$ cat config.mk
export PLATFORM = sky130hd
export DESIGN_NAME = muldiv_unit
export DESIGN_NICKNAME = d
export VERILOG_FILES = /design/src/rtl/muldiv_pkg.sv /design/src/rtl/muldiv_datapath.sv /design/src/rtl/muldiv_unit.sv
export SDC_FILE = /design/constraint.sdc
export NUM_CORES = 1
export LEC_CHECK = 0
export ABC_AREA = 1
export CORE_UTILIZATION = 57
export CTS_BUF_LIST = sky130_fd_sc_hd__clkbuf_8
export DETAILED_ROUTE_END_ITERATION = 12
export PLACE_DENSITY = 0.86
export SYNTH_ARGS = -nofsm -noshare
export SYNTH_HDL_FRONTEND = slang
export SYNTH_SLANG_ARGS = --single-unit
$ cat constraint.sdc
create_clock -name clk -period 2.9 [get_ports clk]
set_clock_uncertainty 0.2 [all_clocks]
set_input_delay 0.58 -clock clk [delete_from_list [all_inputs] [get_ports clk]]
set_output_delay 0.58 -clock clk [all_outputs]
set_load 0.01 [all_outputs]
$ cat src/rtl/muldiv_pkg.sv
// Shared types and helpers for the iterative multiply/divide unit.
// Contents:
//   muldiv_op_t    - RV M-extension funct3 encodings
//   muldiv_state_t - control FSM states
//   is_div / is_rem / is_signed_a / is_signed_b - opcode classification
package muldiv_pkg;

    typedef enum logic [2:0] {
        OP_MUL    = 3'd0,
        OP_MULH   = 3'd1,
        OP_MULHSU = 3'd2,
        OP_MULHU  = 3'd3,
        OP_DIV    = 3'd4,
        OP_DIVU   = 3'd5,
        OP_REM    = 3'd6,
        OP_REMU   = 3'd7
    } muldiv_op_t;

    typedef enum logic [1:0] {
        ST_IDLE = 2'd0,
        ST_CALC = 2'd1,
        ST_FIX  = 2'd2,
        ST_DONE = 2'd3
    } muldiv_state_t;

    function automatic logic is_div(input muldiv_op_t op);
        return op[2];
    endfunction

    function automatic logic is_rem(input muldiv_op_t op);
        return (op == OP_REM) || (op == OP_REMU);
    endfunction

    // The low half of a product does not depend on signedness, so MUL is
    // grouped with the signed forms.
    function automatic logic is_signed_a(input muldiv_op_t op);
        return (op == OP_MUL) || (op == OP_MULH) || (op == OP_MULHSU) ||
               (op == OP_DIV) || (op == OP_REM);
    endfunction

    function automatic logic is_signed_b(input muldiv_op_t op);
        return (op == OP_MUL) || (op == OP_MULH) ||
               (op == OP_DIV) || (op == OP_REM);
    endfunction

endpackage

$ cat src/rtl/muldiv_datapath.sv
// Shared shift/accumulate datapath for unsigned radix-2 multiply and
// restoring divide, plus the iteration down-counter.
// Ports:
//   clk, reset      - clock, async active-low reset
//   load            - capture magnitudes a_in/b_in and mode_div, start counter
//   step            - perform one iteration
//   mode_div        - 1 = divide (a_in / b_in), 0 = multiply (a_in * b_in)
//   a_in, b_in      - operand magnitudes
//   hi, lo          - product high/low halves
//   quotient, remainder - divide results
//   last            - the current step is the final iteration
module muldiv_datapath
    import muldiv_pkg::*;
#(
    parameter int BIT_COUNT = 32
) (
    input  logic                 clk,
    input  logic                 reset,
    input  logic                 load,
    input  logic                 step,
    input  logic                 mode_div,
    input  logic [BIT_COUNT-1:0] a_in,
    input  logic [BIT_COUNT-1:0] b_in,
    output logic [BIT_COUNT-1:0] hi,
    output logic [BIT_COUNT-1:0] lo,
    output logic [BIT_COUNT-1:0] quotient,
    output logic [BIT_COUNT-1:0] remainder,
    output logic                 last
);

    localparam int W  = BIT_COUNT;
    localparam int CW = $clog2(BIT_COUNT + 1);

    logic [W-1:0]  acc_q;
    logic [W-1:0]  shr_q;
    logic [W-1:0]  opd_q;
    logic [CW-1:0] cnt_q;
    logic          div_q;

    logic [W:0] mul_sum;
    logic [W:0] div_shift;
    logic [W:0] div_diff;

    // Multiply: multiplier sits in shr_q and shifts out LSB-first while the
    // product's high half accumulates in acc_q.
    assign mul_sum = shr_q[0] ? ({1'b0, acc_q} + {1'b0, opd_q}) : {1'b0, acc_q};

    // Divide: dividend shifts out of shr_q MSB-first into the partial
    // remainder; quotient bits shift into shr_q from the bottom. Since the
    // partial remainder is always below the divisor, diff[W] is the borrow.
    assign div_shift = {acc_q, shr_q[W-1]};
    assign div_diff  = div_shift - {1'b0, opd_q};

    always_ff @(posedge clk or negedge reset) begin
        if (!reset) begin
            acc_q <= '0;
            shr_q <= '0;
            opd_q <= '0;
            cnt_q <= '0;
            div_q <= 1'b0;
        end else if (load) begin
            acc_q <= '0;
            div_q <= mode_div;
            cnt_q <= CW'(BIT_COUNT);
            if (mode_div) begin
                shr_q <= a_in;
                opd_q <= b_in;
            end else begin
                shr_q <= b_in;
                opd_q <= a_in;
            end
        end else if (step) begin
            cnt_q <= cnt_q - 1'b1;
            if (div_q) begin
                if (!div_diff[W]) begin
                    acc_q <= div_diff[W-1:0];
                    shr_q <= {shr_q[W-2:0], 1'b1};
                end else begin
                    acc_q <= div_shift[W-1:0];
                    shr_q <= {shr_q[W-2:0], 1'b0};
                end
            end else begin
                acc_q <= mul_sum[W:1];
                shr_q <= {mul_sum[0], shr_q[W-1:1]};
            end
        end
    end

    assign hi        = acc_q;
    assign lo        = shr_q;
    assign quotient  = shr_q;
    assign remainder = acc_q;
    assign last      = (cnt_q == CW'(1));

endmodule

$ cat src/rtl/muldiv_unit.sv
// Iterative RV M-extension multiply/divide unit (execute stage).
// Ports:
//   clk, reset          - clock, async active-low reset
//   Valid / Ready       - operation handshake; pipeline stalls while Ready=0
//   Op                  - funct3 (MUL..REMU)
//   Rs1, Rs2            - operands
//   RdAdrIn             - destination tag of the request
//   Flush               - synchronous abort, dominates Valid
//   ResultValid         - one-cycle result strobe
//   Result, RdAdrOut    - result value and its tag, held until next result
//
// state | meaning
// IDLE  | waiting for an operation, Ready=1
// CALC  | BIT_COUNT shift-add / shift-subtract iterations
// FIX   | sign correction and half/quotient/remainder select
// DONE  | ResultValid=1, Ready=1 (back-to-back accept allowed)
//
// Divide-by-zero and signed overflow skip CALC: their result is known at
// accept, and going through FIX gives them a fixed two-edge latency.
module muldiv_unit
    import muldiv_pkg::*;
#(
    parameter int BIT_COUNT      = 32,
    parameter int REGISTER_COUNT = 32
) (
    input  logic                              clk,
    input  logic                              reset,
    input  logic                              Valid,
    output logic                              Ready,
    input  logic [2:0]                        Op,
    input  logic [BIT_COUNT-1:0]              Rs1,
    input  logic [BIT_COUNT-1:0]              Rs2,
    input  logic [$clog2(REGISTER_COUNT)-1:0] RdAdrIn,
    input  logic                              Flush,
    output logic                              ResultValid,
    output logic [BIT_COUNT-1:0]              Result,
    output logic [$clog2(REGISTER_COUNT)-1:0] RdAdrOut
);

    localparam int W  = BIT_COUNT;
    localparam int RW = $clog2(REGISTER_COUNT);

    muldiv_state_t state_q;
    muldiv_op_t    op_in;
    muldiv_op_t    op_q;
    logic [RW-1:0] tag_q;
    logic          neg_a_q;
    logic          neg_b_q;
    logic          fast_q;
    logic [W-1:0]  fast_res_q;
    logic          result_valid_q;
    logic [W-1:0]  result_q;
    logic [RW-1:0] rd_adr_q;

    logic          accept;
    logic          neg_a_in;
    logic          neg_b_in;
    logic [W-1:0]  a_mag;
    logic [W-1:0]  b_mag;
    logic          div_zero;
    logic          sig_ovf;
    logic          fast_in;
    logic [W-1:0]  fast_val;

    logic [W-1:0]   dp_hi;
    logic [W-1:0]   dp_lo;
    logic [W-1:0]   dp_quo;
    logic [W-1:0]   dp_rem;
    logic           dp_last;
    logic [2*W-1:0] prod;
    logic [2*W-1:0] prod_fix;
    logic [W-1:0]   fixed_res;

    assign op_in  = muldiv_op_t'(Op);
    assign Ready  = (state_q == ST_IDLE) || (state_q == ST_DONE);
    assign accept = Valid && Ready && !Flush;

    assign neg_a_in = is_signed_a(op_in) && Rs1[W-1];
    assign neg_b_in = is_signed_b(op_in) && Rs2[W-1];
    assign a_mag    = neg_a_in ? (-Rs1) : Rs1;
    assign b_mag    = neg_b_in ? (-Rs2) : Rs2;

    assign div_zero = is_div(op_in) && (Rs2 == '0);
    assign sig_ovf  = ((op_in == OP_DIV) || (op_in == OP_REM)) &&
                      (Rs1 == {1'b1, {(W-1){1'b0}}}) && (Rs2 == '1);
    assign fast_in  = div_zero || sig_ovf;

    always_comb begin
        fast_val = '0;
        if (div_zero)
            fast_val = is_rem(op_in) ? Rs1 : '1;
        else if (sig_ovf)
            fast_val = is_rem(op_in) ? '0 : Rs1;
    end

    muldiv_datapath #(
        .BIT_COUNT(BIT_COUNT)
    ) u_datapath (
        .clk       (clk),
        .reset     (reset),
        .load      (accept && !fast_in),
        .step      (state_q == ST_CALC),
        .mode_div  (is_div(op_in)),
        .a_in      (a_mag),
        .b_in      (b_mag),
        .hi        (dp_hi),
        .lo        (dp_lo),
        .quotient  (dp_quo),
        .remainder (dp_rem),
        .last      (dp_last)
    );

    // Quotient and product take the XOR of operand signs; the remainder
    // follows the dividend only (truncating division).
    assign prod     = {dp_hi, dp_lo};
    assign prod_fix = (neg_a_q ^ neg_b_q) ? (-prod) : prod;

    always_comb begin
        fixed_res = '0;
        if (fast_q) begin
            fixed_res = fast_res_q;
        end else begin
            case (op_q)
                OP_MUL:                       fixed_res = prod_fix[W-1:0];
                OP_MULH, OP_MULHSU, OP_MULHU: fixed_res = prod_fix[2*W-1:W];
                OP_DIV, OP_DIVU:              fixed_res = (neg_a_q ^ neg_b_q) ? (-dp_quo) : dp_quo;
                default:                      fixed_res = neg_a_q ? (-dp_rem) : dp_rem;
            endcase
        end
    end

    always_ff @(posedge clk or negedge reset) begin
        if (!reset) begin
            state_q        <= ST_IDLE;
            op_q           <= OP_MUL;
            tag_q          <= '0;
            neg_a_q        <= 1'b0;
            neg_b_q        <= 1'b0;
            fast_q         <= 1'b0;
            fast_res_q     <= '0;
            result_valid_q <= 1'b0;
            result_q       <= '0;
            rd_adr_q       <= '0;
        end else begin
            result_valid_q <= 1'b0;
            if (Flush) begin
                state_q <= ST_IDLE;
            end else begin
                case (state_q)
                    ST_IDLE, ST_DONE: begin
                        if (Valid) begin
                            op_q       <= op_in;
                            tag_q      <= RdAdrIn;
                            neg_a_q    <= neg_a_in;
                            neg_b_q    <= neg_b_in;
                            fast_q     <= fast_in;
                            fast_res_q <= fast_val;
                            state_q    <= fast_in ? ST_FIX : ST_CALC;
                        end else begin
                            state_q <= ST_IDLE;
                        end
                    end
                    ST_CALC: begin
                        if (dp_last)
                            state_q <= ST_FIX;
                    end
                    ST_FIX: begin
                        state_q        <= ST_DONE;
                        result_valid_q <= 1'b1;
                        result_q       <= fixed_res;
                        rd_adr_q       <= tag_q;
                    end
                    default: state_q <= ST_IDLE;
                endcase
            end
        end
    end

    assign ResultValid = result_valid_q;
    assign Result      = result_q;
    assign RdAdrOut    = rd_adr_q;

endmodule
==> results.sh, run 1 <==
export IMPL_maxSlewHeadroom_pct=39.4
export IMPL_cts_buffers_inserted=17
export IMPL_ir_drop_mv=0.563
export IMPL_cp_max_fo=4
export IMPL_synthFlopType="dfrtp_1"
export IMPL_fmax_ghz=0.357
export IMPL_worstSetupPathType="reg2reg"
export IMPL_antenna_found_initial=1
export IMPL_crit_path_end_kind="flop"
export IMPL_drtAntennaViolNets=0
export IMPL_synth_nets=3805
export IMPL_cts_sinks=186
export IMPL_worst_path_buf_inv=4
export IMPL_synth_largest_area_cell="nand2_1"
export IMPL_finalCritPeriodShare_pct=96.6
export IMPL_cts_buffer_depth=2
export IMPL_synth_top_area_share_pct=25.0
export IMPL_slew_violations=0
export IMPL_grtUsageTotal_pct=48.5
export IMPL_cts_clk_slew_worst_paths_ns=0.12
export IMPL_wl_per_cell_um=20.0
export IMPL_grt_pass1_wl_um=133000
export IMPL_synth_edf_count=0
export IMPL_path_cells="buf_4 -> ha_1 -> inv_1 -> fa_1 -> inv_1 -> nand3_1 -> nand3_2 -> buf_4 -> nand2_1 -> nand3_1 -> nand2_1 -> nand3_1 -> nand2_1 -> nand2_1 -> nand2_1 -> a21oi_1 -> nand2_1 -> nand2_1"
export IMPL_tightest_slew_ns=0.908
export IMPL_power_mw=28.0
export IMPL_grt_pass1_vias=23300
export IMPL_htree_levels=4
export IMPL_p_leak_nw=13.4
export IMPL_drive_gt1_share_pct=11.7
export IMPL_layout_min_cycle_time_ns=2.80
export IMPL_syn_cell_area_sq_um=20500
export IMPL_gr_total_overflow=0
export IMPL_wl_um=89300
export IMPL_drt_initial_drc_count=4033
export IMPL_critPathSlowestCell="dfrtp_1"
export IMPL_p_per_area_nw_per_um2=1130
export IMPL_cp_data_arrival_time_ns=3.04
export IMPL_ys_seq_area_share_pct=22.7
export IMPL_final_area_sq_um=24900
export IMPL_yosysUniqueCellTypes=49
export IMPL_dp_hpwl_um=72200
export IMPL_drt_pass1_iter_count=10
export IMPL_dp_cells=4428
export IMPL_nets=4145
export IMPL_hold_violations=0
export IMPL_place_congestion=1.11
export IMPL_area_delta_synth_final_pct=21.6
export IMPL_placementRows=69
export IMPL_setup_viol=0
export IMPL_ys_seq_elements=186
export IMPL_cp_top_family="simple AND/OR/NAND/NOR gates"
export IMPL_grt_max_degree=60
export IMPL_async_reset_ff_share_pct=100
export IMPL_cts_tree="done"
export IMPL_initial_core_util_pct=57.7
export IMPL_io_pins=115
export IMPL_crit_top_cell="nand2_1"
export IMPL_die_h_um=192
export IMPL_cap_violations=0
export IMPL_syn_area_per_cell_sq_um=5.60
export IMPL_synthTopCellsByArea="nand2_1 (25%), dfrtp_1 (23%), inv_1 (9.3%)"
export IMPL_synth_most_common_cell="nand2_1"
export IMPL_io_buffer_count=114
export IMPL_root_buffer="clkbuf_8"
export IMPL_cpPeakStageDelay_ns=0.41
export IMPL_drc=0
export IMPL_hold_path_class="reg2reg"
export IMPL_die_area_sq_um=36700
export IMPL_fin_util_pct=70.1
export IMPL_synth_common_cells="nand2_1 (1363), inv_1 (507), nor2_1 (384)"
export IMPL_via_per_inst=5.83
export IMPL_yosysWarningCount=0
export IMPL_fp_dieW_um=192
export IMPL_postPlaceCellArea_sq_um=24200
export IMPL_stdcell_count=4468
export IMPL_postSynthCellCount=3654
export IMPL_n_antenna_cell=0
export IMPL_outcome="finished, final reports clean"
export IMPL_hold_slack_ns=0.294
export IMPL_num_vias=26100
export IMPL_required_ns=3.14
export IMPL_clock_latency_ns=0.53
export IMPL_fp_coreArea_sq_um=35500
export IMPL_critPathLaunchType="flop"
tightest hold or removal path, stage by stage, from the launching register on:
cell and delay (ns):
dfrtp_1 0.36, nand2_1 0.06, nand2_1 0.05
area by class of cell:
cell class,count,area [sq um]
flip-flops and latches,186,4660
well taps,461,577
clock buffers,17,234
multi-input cells,2814,13400
inverters,518,1940
fillers,3288,10600
repair buffers,457,3900
clock inverters,15,189
registers in the layout, indices dropped and copies added, names as in the netlist:
register          flops
state_q               2
u_datapath.div_q      1
u_datapath.opd_q     32
RdAdrOut              5
u_datapath.lo        32
ResultValid           1
Result               32
neg_b_q               1
fast_res_q           32
tag_q                 5
op_q                  3
fast_q                1
u_datapath.cnt_q      6
neg_a_q               1
u_datapath.hi        32
where the power goes:
part	internal (mW)	switching (mW)	leakage [nW]	total [mW]
Clock	0.678	1.26	0.205	1.94
Combinational	7.47	14.0	10.8	21.5
Sequential	3.53	1.08	2.36	4.61
through the flow:
stage	setup WS (ns)	setup TNS, ns
3_5_place_dp	-0.211	-4.56
5_1_grt	-0.0115	-0.0115
6_report	0.0985	0
3_3_place_gp	-0.118	-0.779
2_1_floorplan	0.136	0
4_1_cts	0.0180	0
cell families after synthesis:
logic type                 synth area share, %
DFF                                       22.7
xor gates and xnor gates                  3.42
buffers and inverters                     12.5
adders and majority gates                 4.66
AOI/OAI and AO/OA                         13.7
and+or+nand+nor                           43.0
cell usage in the layout (no fill, tap or decap), drive strengths merged:
cell	count
nor2	397
xor2	56
nand4	35
nor3b	1
o31ai	2
o22ai	10
o311ai	1
a21boi	1
and2	9
a221oi	1
dfrtp	186
a21o	3
clkinv	6
clkdlybuf4s50	113
or2	6
a311oi	1
o211ai	42
nor3	34
buf	340
xnor2	24
clkinvlp	2
inv	525
o21a	1
nand3b	15
or3	2
dlygate4sd3	1
and3	1
ha	73
o21bai	5
nand2	1376
nor4	2
a21oi	194
a31oi	11
clkbuf	20
o21ai	221
a22oi	12
nand3	276
fa	2
final timing paths:
path | startpoint | to | slack, ns | cells after the start
max | u_datapath.opd_q[0]$_DFFE_PN0P_ | u_datapath.hi[31]$_DFFE_PN0P_ | 0.1 | 18
min | Result[3]$_DFFE_PN0P_ | Result[3]$_DFFE_PN0P_ | 0.29 | 2
max reg2reg | u_datapath.opd_q[0]$_DFFE_PN0P_ | u_datapath.hi[31]$_DFFE_PN0P_ | 0.1 | 18
min reg2reg | Result[3]$_DFFE_PN0P_ | Result[3]$_DFFE_PN0P_ | 0.29 | 2
max in group asynchronous | reset | fast_res_q[11]$_DFFE_PN0P_ | 1.42 | 3
min in group asynchronous | reset | Result[29]$_DFFE_PN0P_ | 0.37 | 2
routing by layer:
metal	vias to the layer above	wire length, um	track usage (%)
li1	12200	-	-
met1	11600	33900	64.6
met2	1957	35500	68.6
met3	361	13700	15.0
met4	2	6230	28.5
met5	-	13	0
what timing repair did:
action / 4_1_cts / 5_1_grt
gates resized for setup: 2 / 34
gates cloned: 0 / 2
endpoints found under the hold margin: 50 / 0
pin swaps: 0 / 7
buffers inserted: 0 / 5
hold buffers: 1 / 0
setup endpoints to repair: 24 / 39
No activity file was read; power rests on OpenSTA's default activity.
==> run 2: changes to the inputs <==
CORE_UTILIZATION = 58   (was 57)
PLACE_DENSITY = 0.87   (was 0.86)
SYNTH_HIERARCHICAL = 1   (was not set)
==> results.sh, run 2 <==
export IMPL_grtUsageMet2_pct=65.5
export IMPL_grtUsageTotal_pct=46.6
export IMPL_via_per_inst=5.86
export IMPL_fp_coreArea_sq_um=37000
export IMPL_wl_um=91300
export IMPL_p_comb_share_pct=77.2
export IMPL_worstSetupPathType="reg2reg"
export IMPL_layout_min_cycle_time_ns=2.85
export IMPL_fmax_ghz=0.350
export IMPL_syn_cell_area_sq_um=22000
export IMPL_ys_seq_area_share_pct=21.1
export IMPL_cp_max_fo=7
export IMPL_cp_top_family="simple AND/OR/NAND/NOR gates"
export IMPL_syn_area_per_cell_sq_um=5.73
export IMPL_place_congestion=1.09
export IMPL_synthTopCellsByArea="dfrtp_1 (21%), nand2_1 (21%), inv_1 (9.0%)"
export IMPL_met3_usage_pct=10.4
export IMPL_ys_seq_elements=186
export IMPL_finalCritPeriodShare_pct=98.4
export IMPL_postSynthCellCount=3843
export IMPL_area_delta_synth_final_pct=18.9
export IMPL_cts_sinks=186
export IMPL_cp_data_arrival_time_ns=3.11
export IMPL_io_buffer_count=114
export IMPL_cts_tree="done"
export IMPL_drive_gt1_share_pct=12.1
export IMPL_grt_busiest_layer="met2"
export IMPL_switchingPower_mw=17.8
export IMPL_gr_total_overflow=0
export IMPL_critPathSlowestCell="dfrtp_1"
export IMPL_p_per_area_nw_per_um2=1150
export IMPL_slew_violations=0
export IMPL_synth_edf_count=0
export IMPL_cpPeakStageDelay_ns=0.54
export IMPL_num_vias=27300
export IMPL_crit_path_end_kind="flop"
export IMPL_initial_core_util_pct=59.5
export IMPL_synthFlopType="dfrtp_1"
export IMPL_synth_nets=3995
export IMPL_synth_most_common_cell="nand2_1"
export IMPL_crit_top_cell="nand2_1"
export IMPL_hold_violations=0
export IMPL_hold_path_class="reg2reg"
export IMPL_yosysUniqueCellTypes=60
export IMPL_outcome="finished, final reports clean"
export IMPL_tightest_slew_ns=0.843
export IMPL_nets=4288
export IMPL_final_area_sq_um=26200
export IMPL_setup_viol=0
export IMPL_setup_ws_ns=0.0458
export IMPL_worst_path_buf_inv=2
export IMPL_layout_common_cells="nand2_1 (1200), inv_1 (525), nor2_1 (430)"
export IMPL_drc=0
export IMPL_tns_ns=0
export IMPL_drt_initial_drc_count=3893
export IMPL_critPathLaunchType="flop"
export IMPL_async_reset_ff_share_pct=100
export IMPL_synth_top_area_share_pct=21.1
export IMPL_cts_clk_slew_worst_paths_ns=0.11
export IMPL_use_met1_pct=64.6
export IMPL_root_buffer="clkbuf_8"
export IMPL_ir_drop_mv=0.791
export IMPL_path_cells="inv_1 -> nand3_1 -> nor2_1 -> nand2_1 -> inv_1 -> nand2_1 -> nand3_1 -> nand2_1 -> nor2_1 -> nor2_1 -> nand4_1 -> nand2_1 -> nand2_1"
export IMPL_wl_per_cell_um=19.6
export IMPL_p_leak_nw=13.6
export IMPL_seqPwrFrac_pct=16.4
export IMPL_power_mw=30.0
export IMPL_grt_pass1_wl_um=138000
export IMPL_synth_largest_area_cell="dfrtp_1"
export IMPL_dp_hpwl_um=73300
export IMPL_switching_share_pct=59.6
export IMPL_htree_levels=4
export IMPL_antenna_found_initial=0
export IMPL_hold_slack_ns=0.287
export IMPL_stdcell_count=4654
export IMPL_clock_latency_ns=0.51
export IMPL_final_common_cell="nand2_1"
export IMPL_drt_pass1_iter_count=9
export IMPL_die_area_sq_um=38700
export IMPL_fp_dieW_um=197
export IMPL_pwr_share_clk_pct=6.4
export IMPL_postPlaceCellArea_sq_um=25500
export IMPL_p_int_mw=12.1
export IMPL_synth_common_cells="nand2_1 (1204), inv_1 (527), nor2_1 (441)"
export IMPL_placementRows=70
export IMPL_dp_cells=4617
export IMPL_cts_buffers_inserted=17
export IMPL_required_ns=3.15
export IMPL_place_ws_ns=-0.387
export IMPL_yosysWarningCount=6
export IMPL_maxSlewHeadroom_pct=43.8
export IMPL_cap_violations=0
export IMPL_die_h_um=197
export IMPL_cts_buffer_depth=2
export IMPL_grt_pass1_vias=24500
export IMPL_grt_max_degree=74
export IMPL_fin_util_pct=70.8
export IMPL_drtAntennaViolNets=0
export IMPL_io_pins=115
-- run 2: cell count changes after synthesis, moves of 15 or more --
cell / change
nand2_1: -159
inv_1: +20
o21ai_0: +15
a221oi_1: +29
buf_4: +67
a21oi_1: +102
nor2_1: +57
nand3_1: +29
-- run 2: cells by family after synthesis --
group / Yosys count / synth area share, %
buffers and inverters: 728 / 14.2
AO/OA/AOI/OAI: 637 / 16.1
flip-flops: 186 / 21.1
adder cells (fa/ha/maj): 76 / 4.39
XOR/XNOR: 85 / 3.38
AND/OR/NAND/NOR: 2131 / 40.8
-- run 2: final cells by class --
type                       count  area [sq um]
tap                          504           631
antenna                        1          2.50
timing repair buffer         463          4040
multi-input combinational   2929         14400
clock buffer                  18           248
inverter                     539          2030
sequential                   186          4660
clock inverter                14           194
fill                        3408         10800
-- run 2: repair_timing --
item | CTS | global route
endpoints found under the hold margin | 40 | 0
setup buffers | 0 | 1
setup endpoints to repair | 0 | 78
gates resized for setup | 0 | 39
hold buffers | 1 | 0
-- run 2: power by group through the flow --
stage / combinational (mW) / sequential [mW] / clock, mW
floorplan: 14.5 / 4.55 / 0
global placement: 21.6 / 4.81 / 0
detailed placement: 21.9 / 4.82 / 0
CTS: 22.0 / 4.77 / 1.91
global route: 25.0 / 4.92 / 2.00
finish: 23.1 / 4.91 / 1.91
-- run 2: layer usage --
metal  vias to the layer above  share of wire, %
li1                      12800                 -
met1                     12300                40
met2                      1818                40
met3                       357                13
met4                         0               7.3
met5                         -                 0
-- run 2: worst reg2reg max path, delay by kind of cell, from the launching register on --
family                 cells  cell delay (ns)
buffers and inverters      2             0.27
flip-flops                 1             0.54
AND/OR/NAND/NOR           11             1.81
-- run 2: final timing paths --
| check | from | end | slack [ns] | depth (start not counted) |
|---|---|---|---|---|
| min reg2reg | tag_q[1]$_DFFE_PN0P_ | RdAdrOut[1]$_DFFE_PN0P_ | 0.29 | 2 |
| min | tag_q[1]$_DFFE_PN0P_ | RdAdrOut[1]$_DFFE_PN0P_ | 0.29 | 2 |
| max reg2reg | u_datapath/hi[2]$_DFFE_PN0P_ | Result[29]$_DFFE_PN0P_ | 0.05 | 13 |
| max | u_datapath/hi[2]$_DFFE_PN0P_ | Result[29]$_DFFE_PN0P_ | 0.05 | 13 |
| min in group asynchronous | reset | u_datapath/hi[2]$_DFFE_PN0P_ | 0.38 | 2 |
| max in group asynchronous | reset | tag_q[4]$_DFFE_PN0P_ | 1.46 | 3 |
